--- src/rtl/mult_rr_n_to_1.sv ---
// N-channel round-robin arbiter feeding a single-entry registered output stage.
// Define MULT_RR_LOCK_EN to add the lock_in port and channel-locking logic.
module mult_rr_n_to_1 #(
    parameter int width     = 16,
    parameter int channels  = 4,
    parameter int sel_width = 2
) (
    input  logic                      clk,
    input  logic                      rst_n,
    input  logic [channels-1:0]       req_valid,
    input  logic [channels*width-1:0] req_data,
    output logic [channels-1:0]       req_ready,
    output logic                      out_valid,
    output logic [width-1:0]          out_data,
    output logic [sel_width-1:0]      out_sel,
    input  logic                      out_ready
`ifdef MULT_RR_LOCK_EN
    ,
    input  logic [channels-1:0]       lock_in
`endif
);

    typedef enum logic {
        EMPTY = 1'b0,
        FULL  = 1'b1
    } state_t;

    state_t                  state, state_next;
    logic [sel_width-1:0]    ptr, ptr_next, grant;
    logic [2*channels-1:0]   rot;
    logic [width-1:0]        grant_data;
    logic                    found, load_en, xfer;
    int                      idx;

`ifdef MULT_RR_LOCK_EN
    logic                    lock_flag, lock_req;
    logic [sel_width-1:0]    lock_owner;

    assign lock_req = |(lock_in & req_valid & req_ready);
`endif

    assign out_valid = (state == FULL);
    assign load_en   = !out_valid || out_ready;
    assign xfer      = |(req_valid & req_ready);
    assign ptr_next  = (int'(grant) == channels - 1) ? '0 : grant + 1'b1;

    // Doubling the valid vector turns the wrap-around search into a linear scan from ptr.
    always_comb begin
        // NOTE: every signal driven here gets a default first, so no path can infer a latch.
        grant = '0;
        found = 1'b0;
        idx   = 0;
        rot   = {req_valid, req_valid} >> ptr;
        for (int i = 0; i < channels; i++) begin
            if (!found && rot[i]) begin
                found = 1'b1;
                idx   = int'(ptr) + i;
                if (idx >= channels) idx = idx - channels;
                grant = sel_width'(idx);
            end
        end
`ifdef MULT_RR_LOCK_EN
        if (lock_flag) begin
            grant = lock_owner;
            found = |(req_valid & (channels'(1) << lock_owner));
        end
`endif
    end

    always_comb begin
        grant_data = '0;
        req_ready  = '0;
        for (int k = 0; k < channels; k++) begin
            if (sel_width'(k) == grant) begin
                grant_data   = req_data[k*width +: width];
                req_ready[k] = found && load_en && rst_n;
            end
        end
    end

    always_comb begin
        state_next = state;
        case (state)
            EMPTY:   if (xfer) state_next = FULL;
            FULL:    if (out_ready && !xfer) state_next = EMPTY;
            default: state_next = EMPTY;
        endcase
    end

    // NOTE: registers use non-blocking assignments so every update sees pre-edge values.
    always_ff @(posedge clk) begin
        if (!rst_n) begin
            state    <= EMPTY;
            out_data <= '0;
            out_sel  <= '0;
            ptr      <= '0;
`ifdef MULT_RR_LOCK_EN
            lock_flag  <= 1'b0;
            lock_owner <= '0;
`endif
        end else begin
            state <= state_next;
            if (xfer) begin
                out_data <= grant_data;
                out_sel  <= grant;
`ifdef MULT_RR_LOCK_EN
                lock_flag  <= lock_req;
                lock_owner <= grant;
                if (!lock_req) ptr <= ptr_next;
`else
                ptr <= ptr_next;
`endif
            end
        end
    end

endmodule
--- config.mk ---
export PLATFORM = sky130hd
export DESIGN_NAME = mult_rr_n_to_1
export DESIGN_NICKNAME = d
export VERILOG_FILES = /design/src/rtl/mult_rr_n_to_1.sv
export SDC_FILE = /design/constraint.sdc
export NUM_CORES = 1
export LEC_CHECK = 0
export ABC_AREA = 1
export CORE_MARGIN = 2
export CORE_UTILIZATION = 33
export DETAILED_ROUTE_END_ITERATION = 8
export PLACE_DENSITY = 0.71
export SETUP_SLACK_MARGIN = 0.5
export SYNTH_ARGS = -nofsm -noshare
export SYNTH_HDL_FRONTEND = slang
export SYNTH_SLANG_ARGS = --single-unit
--- constraint.sdc ---
create_clock -name clk -period 5.1 [get_ports clk]
set_clock_uncertainty 0.15 [all_clocks]
set_input_delay 1.275 -clock clk [delete_from_list [all_inputs] [get_ports clk]]
set_output_delay 1.275 -clock clk [all_outputs]
set_load 0.03 [all_outputs]
Word level (Yosys, flattened, before mapping). Cells that the tools add are included.

Input port bits: 71. Output and inout bits: 23. Logic and storage cells: 61. Bits in registers: 21.

Bitwise operators: 2. Shift operators: 1. Add/sub/neg operators: 8. Order comparisons: 4. Equality and inequality tests: 4. Reduce and logical (&&, ||, !) cells: 14. Muxes and demuxes: 24.

Operator list (count): two-way mux 16 bit (4); two-way mux 2 bit (9); two-way mux 1 bit (10); >= comparator 3 bit (second input constant) (3); right shift 8 x 2 -> 4 bit (1); subtractor 2 x 1 -> 2 bit (second input constant) (4); adder 2 x 2 -> 3 bit (second input constant) (2); logical AND 1 bit (6); logical NOT 1 bit (5); AND 4 bit (1); == test 2 bit (first input constant) (2); OR reduction 4 bit (1); adder 2 x 1 -> 3 bit (second input constant) (1); >= comparator 2 x 3 -> 1 bit (second input constant) (1); adder 2 x 1 -> 2 bit (second input constant) (1); == test 1 x 2 -> 1 bit (first input constant) (1); == test 2 x 1 -> 1 bit (second input constant) (1); logical NOT 2 bit (1); case mux 1 bit (2 select lines) (1); logical OR 1 bit (1); NOT 1 bit (1).

Depth between registers and ports, before layout. Gate-level depths: netlist of the first run.

Depth in word-level cells: 20. Mapped depth: 22. Depth with buffers taken out: 19.

Worst setup path after synthesis of the first run. OpenSTA, ideal clock, no wires.

Path type: input port to output port. From: input req_valid[3]. To: output req_ready[1]. Cell stages on the path: 16. Slack: 0.465 ns. Arrival: 3.210 ns. Buffers on the path: 2. Cells stage by stage: inv_1 -> nand2_1 -> nand3_2 -> nand2_1 -> inv_2 -> nand2_1 -> nor2_1 -> nor2_1 -> nand2_1 -> nand3_1 -> inv_1 -> ha_1 -> buf_2 -> clkinv_1 -> buf_2 -> nor2_1.

Elaborated cells on any way between the ends: 19. Classes of those cells: 1 x eq/ne; 1 x shift; 9 x mux; 8 x reduce/logical.

RTL lines: start, declared (RTL line 10) `input logic [channels-1:0] req_valid,`; right shift 8 x 2 -> 4 bit * (RTL line 53) `rot = {req_valid, req_valid} >> ptr;`; two-way mux 1 bit (RTL line 55) `if (!found && rot[i]) begin`; logical NOT 1 bit (RTL line 55); logical AND 1 bit (RTL line 55); two-way mux 1 bit (RTL line 55); logical NOT 1 bit (RTL line 55); logical AND 1 bit (RTL line 55); two-way mux 1 bit (RTL line 55); logical NOT 1 bit (RTL line 55); logical AND 1 bit (RTL line 55); two-way mux 2 bit * (RTL line 55); via grant[0] (RTL line 29) `logic [sel_width-1:0] ptr, ptr_next, grant;`; == test 1 x 2 -> 1 bit * (RTL line 74) `if (sel_width'(k) == grant) begin`; two-way mux 1 bit * (RTL line 74); end, declared (RTL line 12) `output logic [channels-1:0] req_ready,`.

Mark *: on every way through the listed nets, which the timed path passes. The rest lies on a longest branch.

Final worst setup path of the first run.
From: input req_valid[0]. To: output req_ready[1].

Same word-level chain as after synthesis.

==> results of run 1 <==
synthesized netlist by cell type (2+ instances only):
| master | instances | share of area, % |
|---|---|---|
| nand4_1 | 6 | 2.1 |
| nor2_1 | 24 | 5.1 |
| clkbuf_1 | 6 | 1.3 |
| dfxtp_1 | 21 | 24 |
| inv_1 | 14 | 3.0 |
| buf_4 | 2 | 0.85 |
| nand3_1 | 24 | 6.8 |
| o21ai_0 | 44 | 12 |
| nor3_2 | 10 | 5.7 |
| o21ai_1 | 6 | 1.7 |
| nand3_2 | 2 | 1.1 |
| buf_6 | 5 | 3.2 |
| a21oi_1 | 21 | 5.9 |
| nor3_1 | 5 | 1.4 |
| ha_1 | 4 | 2.8 |
| buf_2 | 3 | 0.85 |
| inv_2 | 2 | 0.43 |
| nand2_2 | 8 | 2.8 |
| nand2_1 | 56 | 12 |
| buf_1 | 2 | 0.43 |
power by group:
group          switching (mW)  internal, mW
logic                   0.691         0.449
registers              0.0416         0.216
clock network          0.0539        0.0543
total                   0.786         0.720
flip-flops by register name, summed over array words and instances, names as in the netlist:
register and cells:
out_valid 1, out_data 16, out_sel 2, ptr 2
cells by family (layout without fill, tap and decap cells):
family / count (synthesis) / after routing
flops: 21 / 21
xor+xnor: 1 / 1
compound gates: 73 / 73
buf+inv: 39 / 127
simple gates: 137 / 137
fa+ha+maj: 4 / 4
timing repair:
action | CTS | global route
setup endpoints to repair | 4 | 4
hold endpoints to repair | 0 | 0
buffers inserted | 2 | 1
gates cloned | 0 | 0
pin swaps | 1 | 0
resized for setup | 7 | 4
area by class of cell:
type | count | area share (%)
Multi-Input combinational cell | 215 | 41.1
Timing Repair Buffer | 105 | 36.4
Clock inverter | 1 | 0.180
Tap cell | 70 | 3.15
Sequential cell | 21 | 15.1
Inverter | 18 | 2.61
Clock buffer | 3 | 1.49
worst max path at each step:
| stage | startpoint | end | slack (ns) | depth (start not counted) |
|---|---|---|---|---|
| final | req_valid[0] | req_ready[1] | 0.65 | 14 |
| after global routing | req_valid[3] | req_ready[1] | 0.48 | 15 |
| after CTS | req_valid[3] | req_ready[0] | 0.61 | 15 |
| after detailed placement | req_valid[3] | req_ready[1] | 0.33 | 16 |
| after global placement | req_valid[3] | req_ready[1] | 0.39 | 16 |
| after floorplan | req_valid[3] | req_ready[0] | 0.59 | 14 |
layout by cell type (no fill, tap or decap), types with 10 or more instances in the layout:
| cell type | instances |
|---|---|
| nand3_1 | 23 |
| a21oi_1 | 21 |
| dfxtp_1 | 21 |
| nand2_1 | 55 |
| nor3_2 | 10 |
| buf_4 | 15 |
| nor2_1 | 20 |
| clkdlybuf4s50_1 | 85 |
| o21ai_0 | 43 |
| inv_1 | 14 |
critical path, stage by stage:
cell,delay (ns)
dlygate4sd2_1,0.28
nand2_1,0.11
nand3_2,0.08
nand2_2,0.15
nand2_1,0.11
nor2_4,0.11
nor2_1,0.05
nand2_1,0.07
nand3_2,0.11
inv_1,0.10
ha_1,0.19
clkinv_1,0.11
nor2_2,0.13
buf_6,0.14
per-stage QoR:
step           hold slack, ns  utilization (%)  std cells
5_1_grt                 0.352             54.0        433
3_3_place_gp            0.306             52.4        426
3_5_place_dp            0.318             52.4        426
6_report                0.329             54.0        433
2_1_floorplan           0.430                -        275
4_1_cts                 0.331             53.6        432
routing by layer:
layer / up-vias / global-route usage, % / part of all wire, %
met5: - / 0 / 0
li1: 1099 / - / -
met2: 66 / 29.5 / 47
met3: 2 / 3.18 / 6.3
met4: 0 / 4.82 / 0.68
met1: 877 / 23.4 / 46
==> results, run 1 <==
- The actual slew at the worst max-slew pin is 0.469 ns.
- The die is 77.2 um tall.
- The async set-reset flop share out of synthesis is 0%.
- The number of nets handed over by synthesis was 350.
- The main flop type after synthesis is dfxtp_1.
- The die covers 5960 um2.
- The register-to-register setup slack is 2.01 ns.
- TritonCTS built the clock tree.
- The worst hold path terminates at out_data[4].
- The combined area of the multi-input logic cells is 1140 um2.
- The congestion estimate from routability-driven global placement came to 0.879.
- The total of hold buffers inserted after clock tree synthesis is 0.
- The final layout contains 439 nets.
- The capturing element type of the critical path is an output port.
- Fill cells in the final layout number 533.
- After synthesis the cells add up to 1770 um2.
- 94 I/O pins were placed.
- The clock net sink count is 21.
- Based on the critical path, the design can be clocked at up to 225 MHz.
- The XOR/XNOR share of the synthesized area is 0.496%.
- The via count of the first global-routing pass was 2,002.
- The reported max-cap violation count is 0.
- The number of endpoints failing setup at the final stage is 0.
- The register area is 420 um2.
- In this run the most critical hold path is launched from out_data[4].
- The type of the worst setup path is in2out.
- The number of instances on the worst hold path is 2.
- The type of origin of the critical path is an input port.
- In this run the horizontal extent of the chip is 77.2 um.
- CTS built an H-tree with a depth of 1.
- The analysis attributes to cell leakage a power of 1.14 nW.
- The endpoint of the worst register-to-register path is ptr[1].
- The largest net degree at the start of global routing is 34.
- Setup repair after global routing left no endpoint under its margin.
- The max-slew violation count is 0.
- The detailed-router iteration count before antenna repair is 6.
- The total power is 1.51 mW.
- For this block, the initial DRC count from the detailed router was 64.
- The layout overhead on the synthesized area is 57.2%.
- At the later pin of the worst-skew pair, clock insertion delay measures 0.25 ns.
- In the final routed layout, each cell accounts on average for 12.2 um.
- The post-route setup TNS is 0 ns.
- The flow ran to the end, and the final reports show no timing, DRC or antenna violations.
- The class of the most critical hold timing path is reg2reg.
- The number of enable flip-flop cells after synthesis is 0.
- By area, the combinational part of the netlist is dominated by simple AND/OR/NAND/NOR gates.
- The simple-gate share of the synthesized area is 38.8%.
- Counting flops and latches in the post-synthesis netlist gives 21.
- After detailed routing, the total wire length is 5270 um.
- Before CTS, the worst setup slack after placement is 0.332 ns.
- Along the worst path, the maximum fanout reaches 4.
- The worst path needs 4.45 ns of the cycle, external delays included.
- The worst path arrival time is 3.03 ns.
- Headroom to the max-slew limit came out at 68.7%.
- The floorplan has 26 rows.
- The startpoint identified for the worst register-to-register timing path is ptr[0].
- The adder and majority cell fraction of the synthesized area is 2.83%.
- The maximum ir drop on the vdd rail is 0.282 mV.
- After routing the design area is 2780 um2.
- The number of DRC violations after detailed routing is 0.
- The fraction of the mapped netlist area in compound gates is 21.1%.
- The cell at the root of the clock tree is clkbuf_8.
- The first global-routing pass estimated 8910 um of wire.
- The total global routing overflow is 0.
- 0 antenna diodes ended up in the layout.
- The total count of hold-check failures in the final report was 0.
- In this run the remaining antenna-violating nets after routing total 0.
- In the routed layout, each cell is associated on average with a via count of 4.72.
- The initial core utilization is 34.4%.
- The number of buffer cells added on primary ports is 93.
- The floorplan step defined a core boundary enclosing 5140 um2.
- The share of cell area taken by muxes after synthesis is 0%.
- The required time of the critical path is 3.67 ns.
- The post-synthesis average cell area is 6.42 um2.
- The initial antenna violation count is 0.
- The HPWL after detailed placement is 4070 um.
- The number of cells on the worst reg-to-reg path is 17.
- The post-CTS clock slew at the launch and capture registers of the worst setup and hold paths is 0.08 ns.
- Once placement finished, the instance area stood at 2690 um2.
- The slack of the critical path is 0.649 ns.
- For this run, the number of Yosys warnings is 0.
- Cells with a size suffix above 1 make up 14.6% of the layout.
- For this block, the via count after detailed routing is 2,044.
- The worst-case clock buffer depth is 2.
- The worst path uses 87.3% of the clock period.
- The number of library cell types mapped by synthesis is 30.
- Buffers inserted during clock tree synthesis total 3.
- The sequential share of the synthesized area is 23.8%.
- Across every metal layer, demand over resource in global routing totals 17.7%.
- The power density relative to cell area is 542 nW/um2.
- Synthesis handed over a netlist of 275 instances.
No activity file was read; power rests on OpenSTA's default activity.
==> inputs of run 2 (changes only) <==
==> constraint.sdc (replaced) <==
create_clock -name clk -period 4.6 [get_ports clk]
set_clock_uncertainty 0.15 [all_clocks]
set_input_delay 1.15 -clock clk [delete_from_list [all_inputs] [get_ports clk]]
set_output_delay 1.15 -clock clk [all_outputs]
set_load 0.03 [all_outputs]
==> results, run 2 (same netlist as run 1, synthesis figures left out) <==
- The via count is 2,119.
- The actual slew at the worst max-slew pin is 0.479 ns.
- The signal on the critical path passes through clkdlybuf4s50_1 -> inv_1 -> a21oi_2 -> nand2_1 -> nor2_2 -> buf_6.
- The routability-driven placement congestion ratio is 0.789.
- The endpoint of the worst register-to-register path is out_data[3].
- Measured against its own limit, the worst slew margin works out to 68.0%.
- The number of endpoints failing setup at the final stage is 0.
- The power density relative to cell area is 620 nW/um2.
- Counting the fill cells in the layout gives 526.
- The launch point of the worst hold path is out_data[4].
- In this run the clock root is driven by a clkbuf_8.
- In the final layout, the registers with the most flip-flops are out_data (16), out_sel (2), ptr (2).
- The via count of the first global-routing pass is 2,054.
- The capture endpoint of the worst hold path is out_data[4].
- The fraction of the cycle the final worst path needs is 85.6%.
- The flow ran to the end, and the final reports show no timing, DRC or antenna violations.
- STA classifies the critical path endpoint as an output port.
- The class of the most critical hold timing path is reg2reg.
- The global-route wire length before repair is 9090 um.
- The post-CTS clock slew at the launch and capture registers of the worst setup and hold paths is 0.08 ns.
- Leaving out fill and tap cells, the most frequent cell in the layout is clkdlybuf4s50_1.
- The worst-path cell with the longest stage delay is clkdlybuf4s50_1.
- The total count of hold-check failures in the final report was 0.
- From synthesis to final layout, the design area changed by 63.4%.
- The number of placed I/O pins is 94.
- The layout cell share with drive strength beyond 1 is 20.2%.
- The diode insertion count for antenna repair is 0.
- The total global routing overflow is 0.
- The layout net count is 443.
- The number of cells on the worst reg-to-reg path is 17.
- The number of buffer cells added on primary ports is 93.
- The insertion delay to the later sink of the worst-skew pair is 0.26 ns.
- The total of hold buffers inserted after clock tree synthesis is 0.
- Prior to clock tree synthesis, the placed netlist has a worst setup slack of 0.0143 ns.
- Setup repair after global routing left no endpoint under its margin.
- For this run, the number of standard cells in the final layout without fillers is 437.
- The register with the most flip-flops in the layout has 16 of them.
- The via-per-instance ratio is 4.85.
- The vertical extent of the die is 77.2 um.
- The die footprint is 5960 um2.
- The top cell types in the final layout, fill and taps aside, are clkdlybuf4s50_1 (85), nand2_1 (53), o21ai_0 (43), nand3_1 (22).
- The die outline width is 77.2 um.
- The maximum ir drop on the vdd rail is 0.309 mV.
- The register-to-register setup slack is 1.52 ns.
- Along the worst hold path, the cell count comes to 2.
- The clock tree from TritonCTS is done.
- The post-route minimum period is 3.94 ns.
- Along the worst path, the maximum fanout reaches 6.
- The largest net degree at the start of global routing is 34.
- The startpoint of the worst-slack reg-to-reg timing path is ptr[0].
- In the routed design, unresolved DRC markers number 0.
- The delay contributed by the slowest stage of the critical path is 0.51 ns.
- The initial core utilization is 34.4%.
- Once detailed placement completed, the half-perimeter wirelength came to 4190 um.
- In this run the number of H-tree levels came out at 1.
- The number of DRC markers in iteration 0 is 91.
- At the worst endpoint, the required time is 3.30 ns.
- The detailed-router iteration count before antenna repair is 4.
- The routed design has 5580 um of wire.
- The row count is 26.
- The register bank with the most flops is out_data.
- The max-slew violation count was 0.
- Power comes to 1.79 mW.
- The worst-case clock buffer depth is 2.
- For the worst setup path, the data arrival time is 2.64 ns.
- The initial antenna violation count is 0.
- The reported max-cap violation count is 0.
- The type of the worst setup path is in2out.
- STA classifies the critical path startpoint as an input port.
- The slack of the critical path is 0.662 ns.
- The tree built by TritonCTS fans out to 21 sinks.
- Dividing the detail-routed wire length by the instance count gives 12.8 um.
- The antenna violation net count after detailed routing is 0.
- The leakage power is 1.16 nW.
- For this run, the top clock speed supported by timing is 254 MHz.
- The total CTS buffers is 3.
- The global routing usage summed across all routing layers is 18.4%.
- The post-route setup TNS is 0 ns.
- The placeable core region is 5140 um2.
- The number of placed instances, taps included, is 426.
-- run 2: critical path, delay by kind of cell --
kind / cells / cell delay (ns)
AOI/OAI and AO/OA: 1 / 0.24
buffers and inverters: 3 / 0.79
and+or+nand+nor: 2 / 0.46
-- run 2: where the power goes --
group	internal [mW]	switching [mW]	total, mW
Combinational	0.567	0.814	1.38
Sequential	0.240	0.0469	0.287
Clock	0.0604	0.0610	0.121
Total	0.868	0.922	1.79
-- run 2: through the flow --
stage          cell area [um2]  hold slack, ns  util, %
2_1_floorplan             1790           0.430        -
3_3_place_gp              2710           0.305     52.8
3_5_place_dp              2710           0.312     52.8
5_1_grt                   2890           0.353     56.2
6_report                  2890           0.320     56.2
4_1_cts                   2830           0.325     55.0
-- run 2: layer usage --
| metal | up-vias | global-route usage, % | part of all wire, % |
|---|---|---|---|
| met1 | 925 | 21.2 | 41 |
| met4 | 0 | 5.18 | 1.4 |
| met3 | 8 | 4.12 | 8.0 |
| met2 | 79 | 33.8 | 50 |
| met5 | - | 0 | 0 |
| li1 | 1107 | - | - |
-- run 2: cell type report --
type / count / area (um2) / share of cell area, %
inverters: 18 / 73.8 / 2.56
multi-input cells: 215 / 1210 / 41.8
clock inverters: 1 / 5.00 / 0.173
well taps: 70 / 87.6 / 3.03
repair buffers: 109 / 1050 / 36.5
clock buffers: 3 / 41.3 / 1.43
flip-flops and latches: 21 / 420 / 14.6
-- run 2: worst max-delay path by stage --
stage | cells after the start | start | to
2_1_floorplan | 16 | req_valid[3] | req_ready[1]
4_1_cts | 16 | req_valid[2] | req_ready[1]
3_5_place_dp | 16 | req_valid[3] | req_ready[1]
5_1_grt | 16 | req_valid[1] | req_ready[3]
6_report | 6 | rst_n | req_ready[2]
3_3_place_gp | 16 | req_valid[3] | req_ready[1]
-- run 2: timing repair --
| item | CTS | global route |
|---|---|---|
| gates resized for setup | 22 | 15 |
| endpoints found under the setup margin | 4 | 4 |
| pin swaps | 5 | 2 |
| setup buffers | 4 | 3 |
| gates cloned | 0 | 0 |
